`config.mk`:
```
export PLATFORM = sky130hd
export DESIGN_NAME = fetch_stage_ctrl
export DESIGN_NICKNAME = d
export VERILOG_FILES = /design/src/rtl/fetch_stage_ctrl.sv
export SDC_FILE = /design/constraint.sdc
export NUM_CORES = 1
export LEC_CHECK = 0
export BUFFER_PORTS_ARGS = -buffer_cell sky130_fd_sc_hd__buf_2
export CORE_MARGIN = 2
export CORE_UTILIZATION = 41
export DETAILED_ROUTE_END_ITERATION = 10
export MAX_ROUTING_LAYER = met4
export PLACE_DENSITY = 0.7
export SYNTH_ARGS = -nofsm -noshare
export SYNTH_HDL_FRONTEND = slang
export SYNTH_SLANG_ARGS = --single-unit
```
`constraint.sdc`:
```
create_clock -name clk -period 1.29 [get_ports clk]
set_input_delay 0 -clock clk [delete_from_list [all_inputs] [get_ports clk]]
set_output_delay 0 -clock clk [all_outputs]
set_load 0.02 [all_outputs]
```
`src/rtl/fetch_stage_ctrl.sv`:
```
// Instruction-fetch front end: PC register, imem request/ack handshake, one-entry
// hold buffer and IF/ID register. Define STALL_COUNT_EN to add the stall_cycles counter.
module fetch_stage_ctrl #(
   parameter int unsigned          PC_W     = 16,
   parameter int unsigned          INSTR_W  = 16,
   parameter logic [PC_W-1:0]      RESET_PC = '0,
   parameter int unsigned          PC_INC   = 2
) (
   input  logic               clk,
   input  logic               rst_n,
   input  logic               pc_write,
   input  logic               ifid_write,
   input  logic               branch_taken,
   input  logic [PC_W-1:0]    branch_target,
   output logic               imem_req,
   output logic [PC_W-1:0]    imem_addr,
   input  logic               imem_ack,
   input  logic [INSTR_W-1:0] imem_rdata,
   output logic [PC_W-1:0]    pc,
   output logic [INSTR_W-1:0] ifid_instr,
   output logic [PC_W-1:0]    ifid_pc,
   output logic               ifid_valid,
   output logic               fetch_busy,
   output logic               state_dbg
`ifdef STALL_COUNT_EN
   ,
   output logic [15:0]        stall_cycles
`endif
);

   // Handshake: imem_req is held high in S_FETCH until a cycle with imem_ack=1;
   // that cycle transfers imem_rdata for address imem_addr. Acks without a request are ignored.
   typedef enum logic {S_FETCH = 1'b0, S_HOLD = 1'b1} state_e;

   state_e              state_q, state_d;
   logic [PC_W-1:0]     pc_q, pc_d;
   logic [INSTR_W-1:0]  ifid_instr_q, ifid_instr_d;
   logic [PC_W-1:0]     ifid_pc_q, ifid_pc_d;
   logic                ifid_valid_q, ifid_valid_d;
   logic [INSTR_W-1:0]  hold_q, hold_d;
   logic                advance;
   logic [PC_W-1:0]     pc_next_seq;

   assign advance     = pc_write & ifid_write;
   assign pc_next_seq = pc_q + PC_W'(PC_INC);

   assign imem_req   = (state_q == S_FETCH);
   assign imem_addr  = pc_q;
   assign fetch_busy = imem_req & ~imem_ack;
   assign pc         = pc_q;
   assign ifid_instr = ifid_instr_q;
   assign ifid_pc    = ifid_pc_q;
   assign ifid_valid = ifid_valid_q;
   assign state_dbg  = state_q;

   always_comb begin
      state_d      = state_q;
      pc_d         = pc_q;
      ifid_instr_d = ifid_instr_q;
      ifid_pc_d    = ifid_pc_q;
      ifid_valid_d = ifid_valid_q;
      hold_d       = hold_q;
      if (branch_taken) begin
         // Redirect beats stalls and discards any in-flight or buffered instruction.
         pc_d         = branch_target;
         ifid_valid_d = 1'b0;
         state_d      = S_FETCH;
      end else begin
         case (state_q)
            S_FETCH: begin
               if (imem_ack) begin
                  if (advance) begin
                     ifid_instr_d = imem_rdata;
                     ifid_pc_d    = pc_q;
                     ifid_valid_d = 1'b1;
                     pc_d         = pc_next_seq;
                  end else begin
                     hold_d  = imem_rdata;
                     state_d = S_HOLD;
                  end
               end else if (advance) begin
                  ifid_valid_d = 1'b0;
               end
            end
            S_HOLD: begin
               if (advance) begin
                  ifid_instr_d = hold_q;
                  ifid_pc_d    = pc_q;
                  ifid_valid_d = 1'b1;
                  pc_d         = pc_next_seq;
                  state_d      = S_FETCH;
               end
            end
            default: state_d = S_FETCH;
         endcase
      end
   end

   always_ff @(posedge clk or negedge rst_n) begin
      if (!rst_n) begin
         state_q      <= S_FETCH;
         pc_q         <= RESET_PC;
         ifid_instr_q <= '0;
         ifid_pc_q    <= '0;
         ifid_valid_q <= 1'b0;
         hold_q       <= '0;
      end else begin
         state_q      <= state_d;
         pc_q         <= pc_d;
         ifid_instr_q <= ifid_instr_d;
         ifid_pc_q    <= ifid_pc_d;
         ifid_valid_q <= ifid_valid_d;
         hold_q       <= hold_d;
      end
   end

`ifdef STALL_COUNT_EN
   logic [15:0] stall_q, stall_d;

   always_comb begin
      stall_d = stall_q;
      if ((~advance | fetch_busy) && (stall_q != 16'hFFFF))
         stall_d = stall_q + 16'd1;
   end

   always_ff @(posedge clk or negedge rst_n) begin
      if (!rst_n) stall_q <= '0;
      else        stall_q <= stall_d;
   end

   assign stall_cycles = stall_q;
`endif

endmodule

```
==> results_dict.tcl <==
set metrics [dict create \
    ios 106 \
    crit_buf_inv 2 \
    cp.arrival_ns 1.68 \
    status "finished, violations left" \
    fin_crit_ns 1.46 \
    utilization 0.673 \
    startpoint_type "flop" \
    worst_hold_path.endpoint "state_dbg$_DFF_PN0_" \
    grt_overflow 0 \
    place.gp.congestion 0.779 \
    cp_max_fo 6 \
    synth_edf_count 0 \
    port_buffers 105 \
    synth_ff_type "dfrtp_1" \
    r2r_cells 5 \
    drive_gt1_frac 0.600 \
    layout_setup_ws_ns -0.172 \
    maxCapViolations 0 \
    cpPeakStageDelay_ns 0.43 \
    rows 31 \
    netlist_area_sq_um 3090 \
    vias 2579 \
    core_sq_um 7290 \
    cts_root_buffer "clkbuf_8" \
    h-tree-depth 3 \
    hold_viol 0 \
    cts_sinks 66 \
    hold_start "imem_ack" \
    wl_per_cell_um 14.9 \
    min_path_cells 3 \
    post-route-drc-count 0 \
    tritoncts "built" \
    crit_chain "o211ai_4 > nor2_4 > buf_6 > buf_12 > mux2_2" \
    cpLargestDelayFamily "flip-flops" \
    clkSlewWorstSetupHoldPaths_ns 0.08 \
    syn_nets 303 \
    drt_iter0_drc 96 \
    initial_core_util 0.424 \
    slew_headroom 0.760 \
    ys_ff_latch 66 \
    fin_nets 467 \
    synthDistinctLibCells 30 \
    routed_wl_um 7910 \
    dpl-instance-area_sq_um 3940 \
    rsz0062_at_grt "yes" \
    criticalPathCategory "reg2reg" \
    n_antenna_cell 0 \
    yosys_warnings 0 \
    clkLatencyLatePin_ns 0.33 \
    cts_buffer_depth 2 \
    first_global_vias 2485 \
    fmax_mhz 684 \
    drtPass1Iterations 4 \
    grt_pass1_wl_um 12100 \
    r2r-start "state_dbg$_DFF_PN0_" \
    area_growth_pct 58.8 \
    hp-class "in2reg" \
    syn_inst 264 \
    ys_seq_area_frac 0.534 \
    violations "setup timing" \
    grt_antenna_before_repair 0 \
    worstReg2RegEnd "ifid_pc[14]$_DFFE_PN0P_" \
    pwr_density_cell_nw_per_um2 1370 \
    ys_async_sr_fraction 1.00 \
    finalSetupViolCount 64 \
    die_h_um 90.8 \
    grt_max_degree 67 \
    cp_slowest_cell "dfrtp_2" \
    ant_nets 0 \
    grt_use_total 0.188 \
    ir_worst_vdd_mv 0.807 \
    cts_buffers 9 \
    maxSlewViolCount 0 \
    finClkSkew_ns 0.00990 \
    critPathRequiredTime_ns 1.51 \
    finalCritPeriodShare 1.13 \
    die-width_um 90.8 \
    worst_pin_slew_ns 0.360 \
    reg2reg_setup_slack_ns -0.17 \
    viasPerCell 4.85 \
    die_area_sq_um 8250 \
    worstSetupStartpoint "state_dbg$_DFF_PN0_" \
    final_area_sq_um 4910 \
    power_leakage_nw 2.18 \
    cp-end-kind "flop" \
    avgSynthCellArea_sq_um 11.7 \
    hpwlAfterDp_um 4650 \
]
==> layout make-up <==
cell class | instances | area, sq um
clock buffers | 11 | 141
flip-flops and latches | 66 | 1670
repair buffers | 183 | 1420
clock inverters | 5 | 77.6
inverters | 3 | 15.0
well taps | 99 | 124
fillers | 562 | 2380
multi-input cells | 165 | 1470
==> power breakdown <==
group | internal, W | total, W | switching, W
sequential | 0.00249 | 0.00278 | 0.000291
clock | 0.00114 | 0.00192 | 0.000784
combinational | 0.000935 | 0.00204 | 0.00110
total | 0.00456 | 0.00673 | 0.00218
==> metrics by stage <==
step | worst slack [ns] | std cells | hold WS, ns | setup TNS [ns] | total power, W
3_3_place_gp | -0.0938 | 465 | 0.0416 | -1.46 | 0.00449
3_5_place_dp | -0.153 | 465 | 0.0456 | -2.26 | 0.00455
6_report | -0.172 | 532 | 0.0247 | -5.85 | 0.00673
5_1_grt | -0.217 | 532 | 0.0275 | -9.42 | 0.00704
2_1_floorplan | -0.221 | 264 | -0.296 | -11.40 | 0.00392
4_1_cts | -0.120 | 520 | 0.00157 | -4.11 | 0.00663
==> cell usage after synthesis, types with 2 or more instances <==
cell type,instances,share of area
buf_2,5,0.0081
mux2i_1,19,0.062
o21ai_1,6,0.0097
nor3b_1,2,0.0049
nor4_2,2,0.0081
nand3_1,6,0.0097
nor4_1,5,0.010
buf_4,17,0.041
nor3_2,4,0.013
o21ai_0,8,0.013
mux2_2,33,0.12
nand2_1,20,0.024
nor2b_1,2,0.0040
a21oi_1,17,0.028
nand4_1,2,0.0040
dfrtp_1,66,0.53
inv_1,3,0.0036
xnor2_1,10,0.028
buf_6,2,0.0073
nor2_1,21,0.025
clkbuf_1,5,0.0061
==> worst max path at each step <==
stage / to / slack [ns] / depth (start not counted)
2_1_floorplan: hold_q[10]$_DFFE_PN0P_ / -0.22 / 5
3_3_place_gp: imem_addr[15]$_DFFE_PN0P_ / -0.09 / 6
3_5_place_dp: imem_addr[15]$_DFFE_PN0P_ / -0.15 / 6
4_1_cts: imem_addr[15]$_DFFE_PN0P_ / -0.12 / 6
5_1_grt: imem_addr[15]$_DFFE_PN0P_ / -0.22 / 6
6_report: ifid_pc[14]$_DFFE_PN0P_ / -0.17 / 5
==> worst register-to-register path: stages, from the launching register on <==
cell and delay [ns]:
dfrtp_2 0.43, o211ai_4 0.27, nor2_4 0.09, buf_6 0.15, buf_12 0.14, mux2_2 0.28
==> flip-flops by register name, indices dropped and copies added, names as in the netlist <==
signal      cells
hold_q         16
ifid_pc        16
ifid_instr     16
state_dbg       1
ifid_valid      1
imem_addr      16
==> logic make-up (layout without fill, tap and decap cells) <==
logic type,after synthesis,after routing,synth area share
compound gates,33,33,0.0603
fa+ha+maj,1,1,0.00405
mux,52,52,0.182
xor+xnor,11,11,0.0312
buf+inv,33,202,0.0680
simple gates,68,68,0.121
flops,66,66,0.534
==> cell usage in the layout, fill, tap and decap left out, types with 10 or more instances in the layout <==
cell type	synthesis	routed
buf_2	5	104
o21ai_1	6	12
mux2_2	33	32
clkbuf_8	0	10
dfrtp_2	0	12
xnor2_1	10	10
dfrtp_1	66	54
buf_4	17	25
nand2_1	20	20
a21oi_2	0	14
nor2_2	1	12
dlygate4sd3_1	0	34
mux2i_1	19	19
==> per-layer routing <==
metal	vias up	wire length [um]	track usage
met5	-	0	-
met4	0	82	0.0682
met3	7	264	0.0301
met2	60	3880	0.291
met1	1274	3690	0.254
li1	1238	-	-
==> repair_timing <==
| action | 4_1_cts | 5_1_grt |
|---|---|---|
| pin swaps | 6 | 10 |
| resized for setup | 15 | 35 |
| endpoints found under the hold margin | 113 | 0 |
| setup buffers | 2 | 9 |
| endpoints found under the setup margin | 33 | 65 |
| gates cloned | 3 | 4 |
| hold buffers | 34 | 0 |
Note: power is estimated with default switching activity, not from simulation.
